[src/rtl/reg_arb_pkg.sv]
// Shared types and defaults for the round-robin register write arbiter.
package reg_arb_pkg;

  localparam int WIDTH_DEF = 8;
  localparam int NREQ_DEF  = 4;
  localparam int IDW       = 2;

  typedef enum logic {
    IDLE  = 1'b0,
    GRANT = 1'b1
  } state_e;

endpackage

[src/rtl/reg_write_arbiter_dff_bank.sv]
// WIDTH-bit storage register with async reset, sync clear (dominant) and load enable.
module dff_bank #(
  parameter int WIDTH = 8
) (
  input  logic             clk,
  input  logic             rst,
  input  logic             clr,
  input  logic             load,
  input  logic [WIDTH-1:0] d,
  output logic [WIDTH-1:0] q,
  output logic [WIDTH-1:0] qn
);

  logic [WIDTH-1:0] q_q;

  always_ff @(posedge clk or posedge rst) begin
    if (rst) begin
      q_q <= '0;
    end else if (clr) begin
      q_q <= '0;
    end else if (load) begin
      q_q <= d;
    end
  end

  // Complement taken from the register itself so it tracks q even while in reset.
  assign q  = q_q;
  assign qn = ~q_q;

endmodule

[src/rtl/reg_write_arbiter.sv]
// Round-robin arbiter granting one requester per cycle a write into a shared register.
module reg_write_arbiter
  import reg_arb_pkg::*;
#(
  parameter int WIDTH = WIDTH_DEF,
  parameter int NREQ  = NREQ_DEF
) (
  input  logic                  clk,
  input  logic                  rst,
  input  logic [NREQ-1:0]       req,
  input  logic [NREQ*WIDTH-1:0] wdata,
  input  logic                  clr,
  output logic [NREQ-1:0]       gnt,
  output logic [WIDTH-1:0]      q,
  output logic [WIDTH-1:0]      qn,
  output logic                  wr_done,
  output logic [IDW-1:0]        last_id
);

  // Handshake: req is a level; a high gnt bit means that requester owns this
  // cycle and its wdata slot is written at the following edge unless clr is high.

  state_e           state_q, state_d;
  logic [NREQ-1:0]  gnt_q, gnt_d;
  logic [IDW-1:0]   last_id_q, last_id_d;
  logic             wr_done_q, wr_done_d;
  logic             load;
  logic             found;
  logic [IDW-1:0]   win;
  logic [IDW-1:0]   idx;
  logic [WIDTH-1:0] wr_data;

  always_ff @(posedge clk or posedge rst) begin
    if (rst) begin
      state_q   <= IDLE;
      gnt_q     <= '0;
      last_id_q <= IDW'(NREQ - 1);
      wr_done_q <= 1'b0;
    end else begin
      state_q   <= state_d;
      gnt_q     <= gnt_d;
      last_id_q <= last_id_d;
      wr_done_q <= wr_done_d;
    end
  end

  // Search upward from last_id+1; the final offset wraps onto the current
  // winner, which is skipped while in GRANT so nobody wins twice in a row.
  always_comb begin
    found = 1'b0;
    win   = '0;
    idx   = '0;
    for (int i = 1; i <= NREQ; i++) begin
      idx = last_id_q + IDW'(i);
      if (!found && req[idx] && !(state_q == GRANT && i == NREQ)) begin
        found = 1'b1;
        win   = idx;
      end
    end
  end

  always_comb begin
    state_d   = state_q;
    gnt_d     = '0;
    last_id_d = last_id_q;
    wr_done_d = 1'b0;
    load      = 1'b0;
    case (state_q)
      IDLE: begin
        if (!clr && found) begin
          state_d    = GRANT;
          gnt_d[win] = 1'b1;
          last_id_d  = win;
        end
      end
      GRANT: begin
        load      = !clr;
        wr_done_d = !clr;
        if (!clr && found) begin
          gnt_d[win] = 1'b1;
          last_id_d  = win;
        end else begin
          state_d = IDLE;
        end
      end
      default: state_d = IDLE;
    endcase
  end

  // last_id_q still names the granted requester at the write edge.
  assign wr_data = wdata[int'(last_id_q)*WIDTH +: WIDTH];

  dff_bank #(.WIDTH(WIDTH)) u_dff_bank (
    .clk  (clk),
    .rst  (rst),
    .clr  (clr),
    .load (load),
    .d    (wr_data),
    .q    (q),
    .qn   (qn)
  );

  assign gnt     = gnt_q;
  assign wr_done = wr_done_q;
  assign last_id = last_id_q;

endmodule

[config.mk]
export PLATFORM = sky130hd
export DESIGN_NAME = reg_write_arbiter
export DESIGN_NICKNAME = d
export VERILOG_FILES = /design/src/rtl/reg_arb_pkg.sv /design/src/rtl/reg_write_arbiter_dff_bank.sv /design/src/rtl/reg_write_arbiter.sv
export SDC_FILE = /design/constraint.sdc
export NUM_CORES = 1
export LEC_CHECK = 0
export ABC_AREA = 1
export BUFFER_PORTS_ARGS = -buffer_cell sky130_fd_sc_hd__buf_2
export CORE_MARGIN = 5
export CORE_UTILIZATION = 46
export CTS_BUF_LIST = sky130_fd_sc_hd__clkbuf_2 sky130_fd_sc_hd__clkbuf_4 sky130_fd_sc_hd__clkbuf_8
export CTS_CLUSTER_SIZE = 24
export DETAILED_ROUTE_END_ITERATION = 10
export PLACE_DENSITY = 0.82
export SYNTH_ARGS = -nofsm -noshare
export SYNTH_HDL_FRONTEND = slang
export SYNTH_SLANG_ARGS = --single-unit
[constraint.sdc]
create_clock -name clk -period 2.1 [get_ports clk]
set_input_delay 0.315 -clock clk [delete_from_list [all_inputs] [get_ports clk]]
set_output_delay 0.315 -clock clk [all_outputs]
set_load 0.05 [all_outputs]
==> Word level (Yosys, flattened, before mapping) <==
Cells that the tools add are included.
{ "totals": {"ff_bits": 16, "input_bits": 39, "out_inout_bits": 23, "wordCells": 52} }
{ "op_classes": {"n_addsub": 3, "order_cmp": 6, "shifts": 1, "muxes": 24, "bitwise": 1, "reduce_logical": 12} }
{ "op_table": {"columns": ["operator", "n"], "rows": [
  ["$shiftx A32 B6 Y8", 1],
  ["$mux W8", 2],
  ["$lt A2 B3 Y1 const B", 5],
  ["$mux W1", 11],
  ["$mux W2", 5],
  ["$bmux W1 S2", 4],
  ["$not A8 Y8", 1],
  ["$logic_and A1 B1 Y1", 6],
  ["$logic_not A1 Y1", 5],
  ["$add A2 B2 Y2 const B", 2],
  ["$mux W4", 1],
  ["$add A2 B1 Y2 const B", 1],
  ["$demux W1 S2", 1],
  ["$ge A2 B1 Y1 const B", 1],
  ["$reduce_bool A2 Y1", 1]
]} }

==> Depth between registers and ports, before layout <==
Gate-level depths: netlist of the first run.
{ "depth": {"depth_word": 19, "ltp_mapped": 13, "mapped_depth_nobuf": 12} }

==> By module <==
From an unflattened synthesis of the first run, not the netlist that was laid out.
{ "unflattened": {"cells_unflattened": 167, "hier_area_um2": 1143.6} }
{ "modules_own_cells": {"columns": ["module", "n_inst", "cells_per_inst", "area_each_um2", "seq_area_each_um2"], "rows": [
  ["reg_write_arbiter", 1, 123, 774.5, 202.7],
  ["dff_bank", 1, 44, 369.1, 200.2]
]} }

==> Worst setup path before layout of the first run <==
No wires, ideal clock.
{ "synth_path": {"kind": "register -> register", "start": "register last_id_q[0] (netlist: last_id[0])", "end": "register gnt_q[0] (netlist: gnt[0])", "setup_time_ns": 0.119, "arrival_time_ns": 1.602, "t_required_ns": 1.981, "setup_slack_ns": 0.379, "stages_incl_launch_ff": 14, "n_path_buf": 2, "synth_period_minus_slack_ns": 1.721, "path_cell_list": "dfstp_2 -> buf_6 -> inv_8 -> buf_12 -> nand2_4 -> nand3_2 -> nand2_2 -> nand2_2 -> nand2_1 -> nor2_1 -> nor2_2 -> nand2_2 -> nand2_2 -> nor2_1"} }
{ "synth_between": {"elab_chain_len": 19, "word_cells_on_any_way": 33, "classes_between": "add/sub (3); order compare (2); mux (19); reduce/logical (9)"} }
{ "synth_rtl": {"columns": ["item", "line_no", "source"], "rows": [
  ["start, declared", "reg_write_arbiter.sv:25", "logic [IDW-1:0] last_id_q, last_id_d;"],
  ["start signal, assigned", "reg_write_arbiter.sv:37", "last_id_q <= IDW'(NREQ - 1);"],
  ["start signal, assigned", "reg_write_arbiter.sv:42", "last_id_q <= last_id_d;"],
  ["$add A2 B1 Y2", "reg_write_arbiter.sv:54", "idx = last_id_q + IDW'(i);"],
  ["$bmux W1 S2", "reg_write_arbiter.sv:55", "if (!found && req[idx] && !(state_q == GRANT && i == NREQ)) begin"],
  ["$mux W1 (implied by the code)", "reg_write_arbiter.sv:55", null],
  ["$mux W1", "reg_write_arbiter.sv:55", null],
  ["$logic_not A1 Y1", "reg_write_arbiter.sv:55", null],
  ["$logic_and A1 B1 Y1", "reg_write_arbiter.sv:55", null],
  ["$mux W1", "reg_write_arbiter.sv:55", null],
  ["$logic_not A1 Y1", "reg_write_arbiter.sv:55", null],
  ["[... 3 more ...]", null, null],
  ["$logic_and A1 B1 Y1 (2 in series)", "reg_write_arbiter.sv:55", null],
  ["$mux W2", "reg_write_arbiter.sv:55", null],
  ["$lt A2 B3 Y1 (implied by the code) / $ge A2 B1 Y1 (equally long branches)", "reg_write_arbiter.sv:72, reg_write_arbiter.sv:80", null],
  ["$logic_and A1 B1 Y1 (implied by the code)", "reg_write_arbiter.sv:72, reg_write_arbiter.sv:80", null],
  ["$mux W1 (implied by the code)", "reg_write_arbiter.sv:72, reg_write_arbiter.sv:80", null],
  ["$demux W1 S2", "reg_write_arbiter.sv:72, reg_write_arbiter.sv:80", null],
  ["$mux W4 *", "reg_write_arbiter.sv:70, reg_write_arbiter.sv:79", null],
  ["named net gnt_d[0]", "reg_write_arbiter.sv:24", "logic [NREQ-1:0] gnt_q, gnt_d;"],
  ["end signal, assigned", "reg_write_arbiter.sv:41", "gnt_q <= gnt_d;"],
  ["end, declared", "reg_write_arbiter.sv:24", null]
]} }
Mark *: on every way through the listed nets, which the timed path passes. The rest lies on a longest branch. The select of a mux whose other input is x is not followed.
A chain may end at the register's enable or synchronous reset.

==> Final worst setup path of the first run <==
Ends and elaborated chain as after synthesis.

==> flow_metrics.tcl, run 1 <==
set metrics [dict create \
    outcome "finished clean" \
    ios 62 \
    fin_crit_sh_pct 87.9 \
    final-hold-violation-count 0 \
    dr.pass1.iters 4 \
    cts-root-buf "clkbuf_4" \
    synth_nets 210 \
    holdCritPathClass "in -> async" \
    fmax_mhz 542 \
    critPathKind "reg -> reg" \
    postCtsSetupRepairBufs 0 \
    clock-skew-final_ns 0.00654 \
    clk_pin_slew_ns 0.11 \
    cts_resized 0 \
    critPathArrivalTime_ns 2.08 \
    dieArea_um2 3600 \
    cts_buffer_depth 2 \
    leakage_nw 0.837 \
    worstPathRequired_ns 2.34 \
    wl_per_cell_um 11.9 \
    ir_drop_uv 734 \
    die_y_um 60.0 \
    cap_violations 0 \
    antenna_found_initial 0 \
    power_density_nw_per_um2 1530 \
    coreArea_um2 2430 \
    syn_area_per_cell_um2 6.72 \
    cp_slowest_cell "dfstp_2" \
    whs_ns 0.0615 \
    cts_tree "yes" \
    crit_chain "inv_8 > nand2_1 > nand2_1 > nand2_1 > nand2_1 > nor2_1 > inv_1 > nand2_1 > nand2_1 > nand2_2 > nand2_2 > nor2_1" \
    overflow 0 \
    crit_buf_inv 2 \
    relSlewSlack_pct 59.3 \
    insertion_delay_ns 0.30 \
    stdcell_area_um2 1480 \
    slew_viol_final 0 \
    htreeDepth 1 \
    power_w 0.00226 \
    syn_area_um2 1150 \
    io_buffer_count 61 \
    vias 1264 \
    dp_hpwl_um 2410 \
    setup_tns_ns 0 \
    min_period_ns 1.85 \
    ys_warn_count 0 \
    ys_seq_area_share_pct 35.1 \
    worstSetupStartpointType "register" \
    hold_buffers 0 \
    synth_cells 171 \
    num_antenna_cells 0 \
    place_congestion 0.848 \
    grt_pass1_wl_um 4960 \
    dpl_cell_area_um2 1440 \
    ys_seq_elements 16 \
    max_stage_delay_ns 0.78 \
    grt_max_degree 25 \
    path_delay_family "simple AND/OR/NAND/NOR gates" \
    postRouteAntennaNets 0 \
    row_count 18 \
    grt_usage_pct 18.3 \
    yosys.cell_types.count 21 \
    drt_first_iter_violations 42 \
    path_common_cell "nand2_1" \
    setup_viol 0 \
    drc 0 \
    area_delta_synth_final_pct 28.5 \
    die_x_um 60.0 \
    rsz0062_at_grt "false" \
    layout-drive-gt1-share_pct 37.0 \
    clock-sinks 16 \
    final_common_cell "nand2_1" \
    cp_max_fo 24 \
    cts_buffers 3 \
    nets 270 \
    vias_per_cell 4.86 \
    grt_pass1_vias 1168 \
    worst_pin_slew_ns 0.609 \
    worstSetupEndpointType "register" \
    routed_wl_um 3080 \
    final_cell_mix "63 x nand2_1, 61 x buf_2, 19 x o21ai_0" \
    start_util_pct 47.2 \
]
==> stage by stage <==
step                instances  utilization, %  setup WS, ns
detailed placement        256            59.2         0.271
finish                    260            60.7         0.255
global route              260            60.7        0.0881
floorplan                 171               -         0.379
CTS                       260            60.7         0.235
global placement          256            59.2         0.284
==> registers in the layout, indices dropped and copies added (netlist names) <==
signal        count
last_id           2
u_dff_bank.q      8
state_q           1
wr_done           1
gnt               4
==> routing by layer <==
metal  GRT usage [%]  routed length (um)
met5               0                   0
met4            6.65                  44
met3            5.83                 303
met2            29.2                1410
met1            23.0                1320
==> synth_stat cells (all sizes together) <==
cell type	number	area, um^2
nand2	69	284
inv	19	78.8
o21ai	19	95.1
a21oi	17	88.8
nor2	15	81.3
dfrtp	14	350
buf	8	66.3
nand3	7	45.0
dfstp	2	52.6
or2	1	6.26
==> worst paths after layout <==
check / from / end / slack [ns] / cells after the start
min: rst / u_dff_bank.q[4] / 0.06 / 2
max: last_id[0] / gnt[0] / 0.25 / 12
max in group asynchronous: rst / gnt[2] / 1.64 / 2
min reg2reg: u_dff_bank.q[5] / u_dff_bank.q[5] / 0.55 / 2
min in group clk: clr / state_q / 0.24 / 2
max reg2reg: last_id[0] / gnt[0] / 0.25 / 12
==> power breakdown <==
group | switching [W] | internal, W
logic | 0.00112 | 0.000410
clock network | 0.000116 | 0.000106
registers | 0.0000982 | 0.000413
==> cell families (layout without fill, tap and decap cells) <==
| kind of cell | after synthesis | after routing | synth area share [%] |
|---|---|---|---|
| AND/OR/NAND/NOR | 92 | 92 | 36.3 |
| AO/OA/AOI/OAI | 36 | 36 | 16.0 |
| buffers and inverters | 27 | 86 | 12.6 |
| flip-flops | 16 | 16 | 35.1 |
==> layout make-up <==
cell class | count | area [um^2]
inverters | 19 | 78.8
well taps | 30 | 37.5
flip-flops and latches | 16 | 403
clock buffers | 4 | 36.3
repair buffers | 63 | 320
multi-input cells | 128 | 601
fillers | 251 | 956
Note: power is estimated with default switching activity, not from simulation.
==> run 2: changes to the inputs <==
Settings changed: CORE_UTILIZATION 46 to 40, PLACE_DENSITY 0.82 to 0.73, SYNTH_HIERARCHICAL set to 1.
==> run 2 against run 1 <==
  * Die area is 12% higher
  * Wire length is 3.6% lower
  * Sequential share of layout area is 0.61 points lower
  * Critical path type unchanged
  * Critical endpoint unchanged
  * Sequential cell count stayed put
  * Largest power group unchanged
==> flow_metrics.tcl, run 2 <==
set metrics [dict create \
    ys_top_cells_by_area "dfrtp_1 31%, nand2_1 16%, nand3_1 16%" \
    leakage_nw 0.903 \
    ir_drop_uv 841 \
    drc 0 \
    clk_pin_slew_ns 0.09 \
    synth_edf_count 0 \
    holdCritPathClass "in -> reg" \
    cap_violations 0 \
    ff_latch_area_um2 403 \
    yosys.cell_types.count 20 \
    syn_area_um2 1140 \
    syn_area_per_cell_um2 6.85 \
    crit_buf_inv 2 \
    final_common_cell "buf_2" \
    synthFlopType "dfrtp_1" \
    cts_tree "yes" \
    ys_seq_area_share_pct 35.2 \
    coreArea_um2 2760 \
    cts-root-buf "clkbuf_4" \
    final-hold-violation-count 0 \
    place_congestion 0.853 \
    synth.most_common_cell "nand2_1" \
    ys_warn_count 6 \
    final_cell_mix "61 x buf_2, 50 x nand2_1, 37 x nand3_1" \
    synth_nets 206 \
    drt_first_iter_violations 34 \
    outcome "finished clean" \
    multi_input_area_um2 591 \
    row_count 19 \
    io_buffer_count 61 \
    dp_hpwl_um 2500 \
    worstSetupEndpointType "register" \
    fin_cells 261 \
    synth_cells 167 \
    postCtsSetupRepairBufs 0 \
    die_y_um 63.5 \
    vias_per_cell 4.68 \
    setup.reg_to_reg.worst_slack_ns 0.39 \
    ios 62 \
    crit_chain "buf_4 > nand2_1 > nand2_2 > nand2_2 > nand2_2 > nor2_4 > nand3_2 > nand2_2 > inv_2 > nand3_2 > nor2_1" \
    postRouteAntennaNets 0 \
    clock-sinks 16 \
    nets 270 \
    synth_top_area_share_pct 30.6 \
    setup_ws_ns 0.390 \
    grt_max_degree 18 \
    die_x_um 63.5 \
    setup_viol 0 \
    min_period_ns 1.71 \
    dpl.cell_count 256 \
    wl_per_cell_um 11.4 \
    dieArea_um2 4030 \
    num_antenna_cells 0 \
    start_util_pct 41.5 \
    critPathKind "reg -> reg" \
    cp_max_fo 11 \
    power_w 0.00219 \
    clock-skew-final_ns 0.00132 \
    yosys-top-cells-count "50 x nand2_1, 37 x nand3_1, 21 x inv_1" \
    dr.pass1.iters 4 \
    layout-drive-gt1-share_pct 39.6 \
    grt_usage_pct 14.4 \
    synth_top_area_cell "dfrtp_1" \
    setup_tns_ns 0 \
    area_delta_synth_final_pct 32.1 \
    cts_resized 0 \
    htreeDepth 1 \
    cts_buffer_depth 2 \
    rsz0062_at_grt "false" \
    place_worst_setup_slack_ns 0.393 \
    worstPathRequired_ns 2.32 \
    cts_buffers 3 \
    worstSetupStartpointType "register" \
    vias 1222 \
    grt_pass1_wl_um 4820 \
    grt_pass1_vias 1082 \
    max_stage_delay_ns 0.64 \
    path_delay_family "simple AND/OR/NAND/NOR gates" \
    nFillCells 294 \
    largest_reg_flops 8 \
    cp_slowest_cell "dfstp_2" \
    insertion_delay_ns 0.28 \
    path_common_cell "nand2_2" \
    async_flop_share_pct 100 \
    overflow 0 \
    critPathArrivalTime_ns 1.93 \
    ys_seq_elements 16 \
    routed_wl_um 2970 \
    relSlewSlack_pct 77.4 \
    worst_pin_slew_ns 0.339 \
    antenna_found_initial 0 \
    fmax_mhz 585 \
    fin_crit_sh_pct 81.4 \
    power_density_nw_per_um2 1450 \
    slew_viol_final 0 \
]
-- run 2: cell count changes in the layout (fill, tap and decap cells not counted), sizes merged, moves of 2 or more --
cell / previous run / this run
nand2: 69 / 61
nor2: 15 / 8
a22oi: 0 / 8
o21ai: 19 / 0
nand4: 0 / 2
inv: 19 / 26
nand3: 7 / 39
a21oi: 17 / 0
-- run 2: kinds of logic (layout without fill, tap and decap cells) --
kind of cell | Yosys count | after routing | synth area share (%)
flops | 16 | 16 | 35.2
compound gates | 8 | 8 | 5.25
simple gates | 110 | 110 | 46.4
buf+inv | 33 | 96 | 13.1
-- run 2: final cells by class --
class,count,share of cell area [%]
multi-input cells,118,39.1
repair buffers,65,22.4
inverters,27,6.88
flip-flops and latches,16,26.7
well taps,31,2.57
clock buffers,4,2.40
-- run 2: worst paths after layout --
| kind | start | endpoint | cells past startpoint |
|---|---|---|---|
| max | last_id[0] | gnt[0] | 11 |
| min | clr | wr_done | 2 |
| max reg2reg | last_id[0] | gnt[0] | 11 |
| min reg2reg | u_dff_bank/q[0] | u_dff_bank/q[0] | 2 |
| max in group asynchronous | rst | last_id[0] | 3 |
| min in group asynchronous | rst | u_dff_bank/q[0] | 3 |
-- run 2: per-layer routing --
layer	track usage [%]	up-vias	share of wire [%]
met5	0	-	0
met1	21.0	524	48
met4	3.90	0	0.57
met2	22.3	40	45
met3	1.60	2	6.4
li1	-	656	-
-- run 2: power breakdown --
part,switching (W),internal [W]
combinational,0.00107,0.000423
clock,0.0000968,0.000105
sequential,0.0000901,0.000407
-- run 2: through the flow --
step / hold slack, ns / area [um^2] / util [%]
2_1_floorplan: 0.129 / 1140 / -
3_3_place_gp: 0.277 / 1460 / 53.1
3_5_place_dp: 0.278 / 1460 / 53.1
4_1_cts: 0.315 / 1510 / 54.8
5_1_grt: 0.335 / 1510 / 54.8
6_report: 0.320 / 1510 / 54.8
-- run 2: repair_timing --
action                                  CTS  global route
endpoints found under the hold margin    14             0
endpoints found under the setup margin    0             0
hold buffers                              1             0
==> run 3: changes to the inputs <==
Clock period 2.1 ns to 1.8 ns, I/O delays scaled along.
==> run 3 against run 2 <==
  * Clock skew increased by 0.0044 ns
  * Final cell count up 0.38%
  * Total power up 18%
  * Non-clock buffer count is 1 higher
  * Sequential share of layout area fell by 0.31 points
  * Wire length is 3.3% lower
  * Utilization increased by 0.64 points
  * Clock power increased by 15%
  * Register-to-register slack lost 0.24 ns
  * Cell area increased by 1.2%
  * Largest power group unchanged
==> flow_metrics.tcl, run 3 (synthesis results as in run 2) <==
set metrics [dict create \
    outcome "finished clean" \
    grt_pass1_wl_um 4840 \
    vias_per_cell 4.74 \
    power_density_nw_per_um2 1690 \
    r2r-start "last_id[0]" \
    fin_crit_sh_pct 91.7 \
    routed_wl_um 2870 \
    cap_violations 0 \
    ir_drop_uv 1040 \
    nFillCells 272 \
    min_period_ns 1.65 \
    cts_buffer_depth 2 \
    power_w 0.00258 \
    start_util_pct 41.5 \
    final_cell_mix "61 x buf_2, 49 x nand2_1, 37 x nand3_1" \
    stdcell_area_um2 1530 \
    dieArea_um2 4030 \
    insertion_delay_ns 0.28 \
    r2r_end "gnt[2]" \
    grt_pass1_vias 1077 \
    wl_per_cell_um 11.0 \
    worstSetupStartpointType "register" \
    num_antenna_cells 0 \
    cp_max_fo 17 \
    final_common_cell "buf_2" \
    clkPwrFrac_pct 9.1 \
    postRouteAntennaNets 0 \
    fin_cells 262 \
    rsz0062_at_grt "false" \
    place_congestion 0.845 \
    postCtsSetupRepairBufs 0 \
    dr.pass1.iters 4 \
    ff_latch_area_um2 403 \
    htreeDepth 1 \
    critPathKind "reg -> reg" \
    setup.reg_to_reg.worst_slack_ns 0.15 \
    worst_hold_startpoint "wdata[3]" \
    cts_buffers 3 \
    hold_path_depth 5 \
    power.switching_w 0.00146 \
    pwr-share-seq_pct 21.7 \
    clock-skew-final_ns 0.00572 \
    coreArea_um2 2760 \
    io_buffer_count 61 \
    ios 62 \
    p_int_w 0.00112 \
    switching_share_pct 56.6 \
    reg2reg_depth 10 \
    drt_first_iter_violations 56 \
    critPathArrivalTime_ns 1.87 \
    dpl.cell_count 257 \
    holdPathEnd "u_dff_bank/q[3]" \
    worstSetupEndpointType "register" \
    dpl_cell_area_um2 1470 \
    cts-root-buf "clkbuf_4" \
    area_delta_synth_final_pct 33.6 \
    row_count 19 \
    worst_pin_slew_ns 0.454 \
    setup_viol 0 \
    drc 0 \
    grt_max_degree 18 \
    setup_tns_ns 0 \
    clk_pin_slew_ns 0.09 \
    nets 271 \
    slew_viol_final 0 \
    grt_usage_pct 14.7 \
    leakage_nw 0.910 \
    holdCritPathClass "in -> reg" \
    antenna_found_initial 0 \
    die_x_um 63.5 \
    cts_tree "yes" \
    crit_start "last_id[0]" \
    final-hold-violation-count 0 \
    overflow 0 \
    fmax_mhz 606 \
    die_y_um 63.5 \
    largest_reg_flops 8 \
    clock-sinks 16 \
    multi_input_area_um2 593 \
    relSlewSlack_pct 69.6 \
    dp_hpwl_um 2400 \
    vias 1241 \
    layout-drive-gt1-share_pct 40.3 \
    worstPathRequired_ns 2.02 \
    comb_power_share_pct 69.3 \
]
## run 3: area by class of cell
| type | instances | area share, % |
|---|---|---|
| inverter | 27 | 6.80 |
| clock buffer | 4 | 2.38 |
| multi-input combinational | 118 | 38.8 |
| timing repair buffer | 66 | 23.1 |
| tap | 31 | 2.54 |
| sequential | 16 | 26.4 |
## run 3: routing by layer
layer  vias to the layer above  track usage (%)  routed length (um)
met5                         -                0                   0
met4                         0             6.23                  45
met3                         4             1.95                 212
met2                        47             22.6                1300
met1                       530             20.5                1310
li1                        660                -                   -
## run 3: what timing repair did
item                       4_1_cts  5_1_grt
resized for setup                0        3
setup endpoints to repair        0        3
hold endpoints to repair        14        0
hold buffers                     1        0
## run 3: how the worst max path moves through the flow
stage | depth (start not counted) | to
5_1_grt | 11 | gnt[3]
3_5_place_dp | 11 | gnt[0]
6_report | 10 | gnt[2]
3_3_place_gp | 10 | gnt[3]
4_1_cts | 11 | gnt[0]
2_1_floorplan | 12 | gnt[1]
## run 3: power groups by stage
stage | combinational, W | clock [W] | sequential [W]
after floorplan | 0.00115 | 0 | 0.000844
after global placement | 0.00177 | 0 | 0.000558
after detailed placement | 0.00178 | 0 | 0.000559
after CTS | 0.00178 | 0.000239 | 0.000554
after global routing | 0.00197 | 0.000257 | 0.000577
final | 0.00178 | 0.000233 | 0.000558
## run 3: through the flow
| stage | util [%] | worst slack, ns | hold slack [ns] |
|---|---|---|---|
| CTS | 55.0 | 0.143 | 0.342 |
| floorplan | - | 0.0916 | 0.0842 |
| global placement | 53.4 | 0.207 | 0.231 |
| global route | 55.4 | 0.0113 | 0.355 |
| finish | 55.4 | 0.150 | 0.356 |
| detailed placement | 53.4 | 0.174 | 0.234 |
## run 3: critical path: stages (launching register included)
cell	delay, ns
dfstp_2	0.62
inv_4	0.11
nand2_1	0.07
nand2_1	0.09
nand2_1	0.11
nand2_2	0.08
nor2_4	0.09
nand4_1	0.08
nand2_1	0.13
inv_1	0.07
nor2_1	0.12
